### src/rtl/dram_sched.sv
// DRAM sequencer: arbitrates 6502 register accesses, the aux copy/fill engine and CBR refresh,
// and owns all RAS/CAS/ASel timing so requesters only see a req/ack handshake.
module dram_sched #(
  parameter int REF_PERIOD  = 108,
  parameter int CAS_CYC     = 2,
  parameter int PRE_CYC     = 1,
  parameter int REF_RAS_CYC = 2
) (
  input  logic       C7M,
  input  logic       RES,
  input  logic       bus_req,
  input  logic       bus_we,
  input  logic       bus_bank,
  output logic       bus_ack,
  input  logic       aux_req,
  input  logic       aux_we,
  input  logic       aux_bank,
  output logic       aux_ack,
  output logic       nRAS,
  output logic       nCAS0,
  output logic       nCAS1,
  output logic       ASel,
  output logic       grant_aux,
  output logic [1:0] ref_pend,
  output logic       busy,
  output logic       we
);

  localparam int TW = (REF_PERIOD > 1) ? $clog2(REF_PERIOD) : 1;

  typedef enum logic [2:0] {
    IDLE, ROW, COL, CAS, PRE, RCAS, RRAS
  } state_t;

  state_t        state;
  logic [7:0]    cnt;
  logic [TW-1:0] timer;
  logic          bank;
  logic          tmr_wrap;
  logic          ref_start;

  // Overdue refresh beats the bus; any owed refresh beats aux.
  always_comb begin
    tmr_wrap  = (timer == TW'(REF_PERIOD - 1));
    ref_start = (state == IDLE) &&
                ((ref_pend == 2'd3) || (!bus_req && (ref_pend != 2'd0)));
  end

  always_ff @(posedge C7M or posedge RES) begin
    if (RES) begin
      state     <= IDLE;
      cnt       <= '0;
      timer     <= '0;
      bank      <= 1'b0;
      we        <= 1'b0;
      ref_pend  <= 2'd0;
      bus_ack   <= 1'b0;
      aux_ack   <= 1'b0;
      nRAS      <= 1'b1;
      nCAS0     <= 1'b1;
      nCAS1     <= 1'b1;
      ASel      <= 1'b0;
      grant_aux <= 1'b0;
      busy      <= 1'b0;
    end else begin
      timer <= tmr_wrap ? '0 : timer + 1'b1;
      if (tmr_wrap && !ref_start && (ref_pend != 2'd3))
        ref_pend <= ref_pend + 2'd1;
      else if (ref_start && !tmr_wrap)
        ref_pend <= ref_pend - 2'd1;

      bus_ack <= 1'b0;
      aux_ack <= 1'b0;

      case (state)
        IDLE: begin
          if (ref_start) begin
            // CBR: CAS falls first with RAS still high
            state <= RCAS;
            nCAS0 <= 1'b0;
            nCAS1 <= 1'b0;
            busy  <= 1'b1;
          end else if (bus_req || aux_req) begin
            state     <= ROW;
            nRAS      <= 1'b0;
            busy      <= 1'b1;
            grant_aux <= !bus_req;
            bank      <= bus_req ? bus_bank : aux_bank;
            we        <= bus_req ? bus_we   : aux_we;
          end
        end
        ROW: begin
          state <= COL;
          ASel  <= 1'b1;
        end
        COL: begin
          state   <= CAS;
          cnt     <= 8'(CAS_CYC - 1);
          nCAS0   <= bank;
          nCAS1   <= !bank;
          bus_ack <= !grant_aux;
          aux_ack <= grant_aux;
        end
        CAS: begin
          if (cnt == 8'd0) begin
            state     <= PRE;
            cnt       <= 8'(PRE_CYC - 1);
            nRAS      <= 1'b1;
            nCAS0     <= 1'b1;
            nCAS1     <= 1'b1;
            ASel      <= 1'b0;
            grant_aux <= 1'b0;
          end else begin
            cnt <= cnt - 8'd1;
          end
        end
        PRE: begin
          if (cnt == 8'd0) begin
            state <= IDLE;
            busy  <= 1'b0;
          end else begin
            cnt <= cnt - 8'd1;
          end
        end
        RCAS: begin
          state <= RRAS;
          cnt   <= 8'(REF_RAS_CYC - 1);
          nRAS  <= 1'b0;
        end
        RRAS: begin
          if (cnt == 8'd0) begin
            state <= PRE;
            cnt   <= 8'(PRE_CYC - 1);
            nRAS  <= 1'b1;
            nCAS0 <= 1'b1;
            nCAS1 <= 1'b1;
          end else begin
            cnt <= cnt - 8'd1;
          end
        end
        default: begin
          state <= IDLE;
          nRAS  <= 1'b1;
          nCAS0 <= 1'b1;
          nCAS1 <= 1'b1;
          ASel  <= 1'b0;
          busy  <= 1'b0;
        end
      endcase
    end
  end

endmodule
### config.mk
export PLATFORM = sky130hd
export DESIGN_NAME = dram_sched
export DESIGN_NICKNAME = d
export VERILOG_FILES = /design/src/rtl/dram_sched.sv
export SDC_FILE = /design/constraint.sdc
export NUM_CORES = 1
export LEC_CHECK = 0
export ABC_AREA = 1
export CAP_MARGIN = 20
export CORE_ASPECT_RATIO = 1.75
export CORE_MARGIN = 5
export CORE_UTILIZATION = 40
export DETAILED_ROUTE_END_ITERATION = 16
export GPL_TIMING_DRIVEN = 0
export PLACE_DENSITY = 0.6
export SYNTH_ARGS = -nofsm -noshare
export SYNTH_HDL_FRONTEND = slang
export SYNTH_SLANG_ARGS = --single-unit
### constraint.sdc
create_clock -name C7M -period 1.62 [get_ports C7M]
set_clock_uncertainty 0.2 [all_clocks]
set_input_delay 0.324 -clock C7M [delete_from_list [all_inputs] [get_ports C7M]]
set_output_delay 0.324 -clock C7M [all_outputs]
set_load 0.005 [all_outputs]
==> results of run 1 <==
[metal layers]
layer / vias up / routed length [um] / GRT usage [%]
li1: 816 / - / -
met1: 765 / 1520 / 16.2
met2: 21 / 2430 / 31.7
met3: 13 / 110 / 3.36
met4: 0 / 153 / 9.26
met5: - / 0 / 0
[final timing paths]
path	to	slack (ps)	cells after the start
worst max-delay path	cnt[3]$_DFFE_PP0P_	-30	8
worst min-delay path	cnt[6]$_DFFE_PP0P_	230	2
worst max register to register	cnt[3]$_DFFE_PP0P_	-30	8
worst min register to register	timer[0]$_DFF_PP0_	250	1
max in group asynchronous	nRAS$_DFFE_PP1P_	410	3
min in group C7M	timer[0]$_DFF_PP0_	250	1
[metrics by stage]
stage          instances  total power [mW]  util, %  cell area, um2  TNS, ps
6_report             322              5.44     59.4            2460    -56.2
5_1_grt              322              5.90     59.4            2460     -978
4_1_cts              319              5.21     56.9            2360    -4.83
3_5_place_dp         292              3.71     47.7            1980    -4400
2_1_floorplan        224              3.00        -            1710        0
3_3_place_gp         291              3.67     47.0            1950   -14970
[worst max-delay path, stage by stage, from the launching register on]
cell and delay (ps):
dfrtp_2 490, inv_4 80, nor3_4 250, o21ai_4 110
nand2_4 140, buf_4 130, nand3_1 50, nand2_1 60
nor2_1 40
[area by class of cell]
class                           count  share of cell area (%)
Timing Repair Buffer               41                    15.9
Tap cell                           49                    2.49
Clock buffer                        8                    4.47
Multi-Input combinational cell    165                    40.9
Sequential cell                    30                    30.8
Inverter                           27                    4.42
Buffer                              2                    1.07
[registers in the layout, summed over array words and instances (netlist names)]
| signal | cells |
|---|---|
| ASel | 1 |
| aux_ack | 1 |
| bank | 1 |
| bus_ack | 1 |
| busy | 1 |
| cnt | 8 |
| grant_aux | 1 |
| nCAS0 | 1 |
| nCAS1 | 1 |
| nRAS | 1 |
| ref_pend | 2 |
| state | 3 |
| timer | 7 |
| we | 1 |
[power groups by stage]
stage	combinational (mW)	clock (mW)	sequential (mW)
detailed placement	2.42	0	1.29
floorplan	1.74	0	1.26
finish	3.42	0.716	1.30
global route	3.80	0.759	1.34
global placement	2.38	0	1.29
CTS	3.19	0.731	1.29
[repair_timing]
item	4_1_cts	5_1_grt
setup endpoints to repair	33	20
pin swaps	8	8
setup buffers	18	3
gates cloned	1	0
endpoints found under the hold margin	0	0
resized for setup	48	25
[kinds of logic (layout without fill, tap and decap cells)]
family,count (synthesis),after routing
AO/OA/AOI/OAI,28,28
buffers and inverters,29,78
XOR/XNOR,1,1
adder cells (fa/ha/maj),3,3
flip-flops,30,30
AND/OR/NAND/NOR,133,133
[placed cells by master, fill, tap and decap left out, types with 5 or more instances in the layout]
cell type,instances
nand2_2,9
nand3_2,6
inv_1,20
nand3_1,20
nand2_1,52
clkbuf_8,8
o21ai_0,8
a21oi_1,5
dlygate4sd2_1,11
nand2_4,6
clkdlybuf4s50_1,6
a21oi_2,5
nor2_1,19
dfrtp_1,24
buf_4,18
[synthesized netlist by cell type, types with 3 or more instances]
| cell | number |
|---|---|
| a21oi_1 | 6 |
| a21oi_2 | 4 |
| dfrtp_1 | 27 |
| dfstp_2 | 3 |
| ha_1 | 3 |
| inv_1 | 25 |
| nand2_1 | 64 |
| nand2_4 | 3 |
| nand3_1 | 26 |
| nor2_1 | 24 |
| nor3_1 | 4 |
| o21ai_0 | 11 |
==> results by group, run 1 <==
Run status
  – Status: finished, violations left
  – Failing checks: negative setup slack

Placement
  – Post-Place Worst Slack: -343 ps
  – GP Congestion: 0.872
  – DP HPWL: 3000 um
  – Number of port buffers: 18

Clocking
  – CTS tree: done
  – Max clock buf depth: 2
  – TritonCTS Buffers: 5
  – Post-CTS Hold Buffers: 0
  – Clk_lat worst skew: 280 ps
  – Clock tree sinks: 30
  – CTS H-tree depth: 2
  – CTS clk-pin slew, worst paths: 60 ps
  – Root buf cell: clkbuf_8

Detailed routing
  – Antenna viol nets, final: 0
  – Vias per cell: 5.02
  – Via count: 1615
  – Detailed Route Iter0 Violations: 30
  – DRT Pass-1 Iters: 4
  – WL/cell: 13.1 um
  – # DRC: 0
  – Overall routed net length: 4210 um

Floorplan
  – Die X: 59.3 um
  – Io pins: 19
  – Row Count: 31
  – Die height: 96.3 um
  – Starting Density: 41.0%
  – Core area: 0.00415 mm2
  – Die area: 0.00571 mm2

Global routing
  – Vias in the first global route: 1658
  – Largest net degree at the start of global routing: 18
  – Global-route wire length before repair: 7170 um
  – Total grt overflow: 0
  – Initial antenna violation count: 0
  – Gr usage total: 16.8%

Setup path
  – Worst EP required: 1600 ps
  – Worst setup SP type: register
  – Critical path class: reg2reg
  – CP Capture Type: register
  – Crit-path max FO: 6
  – Origin of the worst setup path: state[2]$_DFFE_PP0P_
  – Crit path DAT: 1620 ps
  – Reg2reg start: state[2]$_DFFE_PP0P_

Synth
  – Syn Std Cell Area: 0.00170 mm2
  – Largest family of logic cells by synthesized area: simple AND/OR/NAND/NOR gates
  – Yosys warnings: 0
  – Synth Area in Simple Gates: 36.2%
  – Post-Synth Adder-Cell Area: 2.21%
  – Synth Flop Type: dfrtp_1
  – Seq/Total Area, Yosys: 44.3%
  – EDFF count, synth: 0
  – Leading area contributor after synthesis: dfrtp_1
  – FFs w/ async S/R, synth: 100%
  – Mean Syn Cell Area: 7.60 um2
  – Top post-synthesis cells by area: dfrtp_1, nand2_1, nand3_1
  – Yosys top cell area share: 39.7%
  – Compound-cell area share of the yosys netlist: 9.85%
  – Mapped Nets: 235
  – Netlist cell types: 30
  – Post-synthesis mux area share: 0%
  – Post-Synthesis Cells: 224
  – Seq cells post-synth: 30
  – Synth Area in XOR/XNOR: 0.515%

Finish
  – Sequential Area: 758 um2
  – Number of diodes: 0
  – Fillcell total: 373
  – Share of cells above drive strength 1: 33.0%
  – Layout area overhead: 44.9%
  – Fin nets: 283
  – Multi-input combinational cell area: 0.00101 mm2

Power and ir drop
  – Power Density: 2210 mW/mm2
  – Switching Share: 43.9%
  – Psw: 2.39 mW
  – Sequential share of power: 24.0%
  – Static Leak: 1.23 nW
  – Clock power frac: 13.2%
  – Worst VDD drop: 1.57 mV
  – Power Internal: 3.05 mW
  – Comb pwr share: 62.8%

STA
  – Fin crit period: 1650 ps
  – Rel. slew slack: 57.0%
  – Final hold viol count: 0
  – Worst Max-Slew Pin Slew: 644 ps
  – Final setup viols: 4
  – Final Cycle Share: 102%
  – RSZ-0062 raised after global routing: true
  – Fmax: 608 MHz
  – Min Hold Slack: 225 ps
  – Final Max Slew Viols: 0
  – Worst setup margin: -25.0 ps

Hold path
  – Path type of the worst min-delay path: in2async

Job
  – Number of max-cap violations: 0
No activity file was read; power rests on OpenSTA's default activity.
==> run 2, diff against run 1 <==
Settings changed: CAP_MARGIN 20 to unset, PLACE_DENSITY 0.6 to 0.58, TNS_END_PERCENT set to 1.
Clock period 1.62 ns to 2.1 ns, I/O delays scaled along.
==> results by group, run 2 (synthesis gave the netlist of run 1 again) <==
Run status
  – Status: finished, final reports clean

STA
  – Fin crit period: 1920 ps
  – RSZ-0062 raised after global routing: false
  – Fmax: 521 MHz
  – Final setup viols: 0 (-4)
  – Rel. slew slack: 22.1% (-35 points)
  – Final Cycle Share: 91.5%
  – Setup TNS: 0 ps (+56.2 ps)
  – Final hold viol count: 0 (unchanged)
  – Worst Max-Slew Pin Slew: 1170 ps (+523 ps)
  – Worst setup margin: 179 ps (+204 ps)
  – Final Max Slew Viols: 0 (unchanged)

Detailed routing
  – Via count: 1436 (-11%)
  – Detailed Route Iter0 Violations: 32 (+6.7%)
  – Antenna viol nets, final: 0 (unchanged)
  – # DRC: 0 (unchanged)
  – WL/cell: 12.2 um (-6.4%)
  – DRT Pass-1 Iters: 4 (unchanged)
  – Vias per cell: 4.80 (-4.2%)
  – Overall routed net length: 3660 um (-13%)

Global routing
  – Largest net degree at the start of global routing: 31 (+13)
  – Vias in the first global route: 1381 (-17%)
  – Initial antenna violation count: 0 (unchanged)
  – Total grt overflow: 0 (unchanged)
  – Gr usage total: 14.5% (-2.2 points)
  – Global-route wire length before repair: 6140 um (-14%)

Finish
  – Number of diodes: 0 (unchanged)
  – Largest register FFs: 8 (unchanged)
  – Commonest non-fill, non-tap cells in the layout: nand2_1, dfrtp_1, nand3_1
  – Fin nets: 260 (-8.1%)
  – Largest registers: cnt (8), timer (7), state (3)
  – Layout area overhead: 19.6%
  – Most common cell after layout, fill and taps aside: nand2_1
  – Most flops, register: cnt
  – Share of cells above drive strength 1: 12.4% (-21 points)

Setup path
  – Critical path class: reg2out
  – Kind of cell adding the most delay to the critical path: flip-flops
  – Worst setup SP type: register
  – CP max-delay cell: dfstp_2
  – Critical path cell sequence: clkdlybuf4s50_1
  – Crit path DAT: 1300 ps (-320 ps)
  – Worst EP required: 1480 ps (-120 ps)
  – Crit-path max FO: 2 (-4)
  – WP buf/inv: 1 (-1)
  – CP Capture Type: primary output
  – Slowest stage delay, CP: 530 ps (+40 ps)

Placement
  – Number of port buffers: 18 (unchanged)
  – DP HPWL: 2870 um (-4.2%)
  – GP Congestion: 0.843 (-3.2%)
  – Post-Place Worst Slack: 66.2 ps (+409 ps)

Clocking
  – Clk_lat worst skew: 280 ps (about the same)
  – TritonCTS Buffers: 5 (unchanged)
  – # resized after CTS: 0 (-100%)
  – Clock tree sinks: 30 (unchanged)
  – CTS H-tree depth: 2 (unchanged)
  – Setup repair bufs after CTS: 0 (-18)
  – CTS clk-pin slew, worst paths: 60 ps (about the same)
  – Max clock buf depth: 2 (unchanged)
  – Post-CTS Hold Buffers: 0 (unchanged)
  – Root buf cell: clkbuf_8
  – CTS tree: done

Floorplan
  – Die X: 59.3 um (unchanged)
  – Row Count: 31 (unchanged)
  – Die height: 96.3 um (unchanged)
  – Starting Density: 41.0% (unchanged)
  – Die area: 0.00571 mm2 (unchanged)
  – Io pins: 19 (unchanged)
  – Core area: 0.00415 mm2 (unchanged)

Power and ir drop
  – Static Leak: 1.02 nW (-17%)
  – Power Total: 3.27 mW (-40%)
  – Power Density: 1610 mW/mm2 (-27%)
  – Worst VDD drop: 0.939 mV (-40%)

Hold path
  – Path type of the worst min-delay path: reg2reg

Job
  – Number of max-cap violations: 0 (unchanged)
==> run 2: cell types whose count changed in the layout (fill, tap and decap cells not counted), sizes merged <==
cell and change:
buf -23, clkbuf -1, clkdlybuf4s50 +12, clkinv +1, dlygate4sd2 -11, dlymetal6s2s -1
==> run 2: final cells by class <==
cell class,instances,area (um2)
Clock buffer,7,86.3
Sequential cell,30,754
Fill cell,417,2120
Clock inverter,1,5.00
Buffer,2,16.3
Multi-Input combinational cell,165,830
Timing Repair Buffer,18,180
Tap cell,49,61.3
Inverter,27,101
==> run 2: power breakdown <==
group | leakage (nW) | internal [mW] | switching, mW
Sequential | 0.365 | 0.810 | 0.173
Clock | 0.0482 | 0.264 | 0.210
Combinational | 0.610 | 0.740 | 1.08
Total | 1.02 | 1.81 | 1.46
==> run 2: final timing paths <==
kind	start	endpoint	slack [ps]	cells past startpoint
min reg2reg	timer[0]$_DFF_PP0_	timer[0]$_DFF_PP0_	260	1
max in group asynchronous	RES	cnt[3]$_DFFE_PP0P_	450	2
min	timer[0]$_DFF_PP0_	timer[0]$_DFF_PP0_	260	1
max reg2reg	cnt[0]$_DFFE_PP0P_	cnt[6]$_DFFE_PP0P_	190	8
max	nCAS1$_DFFE_PP1P_	nCAS1	180	1
min in group asynchronous	RES	cnt[4]$_DFFE_PP0P_	560	2
==> run 2: routing by layer <==
layer / GRT usage, % / wire (um) / up-vias
li1: - / - / 770
met1: 14.4 / 1410 / 639
met2: 26.8 / 2040 / 19
met3: 3.49 / 113 / 8
met4: 7.56 / 93 / 0
met5: 0 / 0 / -
==> run 2: per-stage QoR <==
stage               utilization (%)  hold WS [ps]  instance area, um2  instances
detailed placement             46.8           253                1940        291
finish                         49.0           259                2030        299
CTS                            49.0           261                2030        299
floorplan                         -           233                1700        224
global route                   49.0           274                2030        299
global placement               46.8           250                1940        291
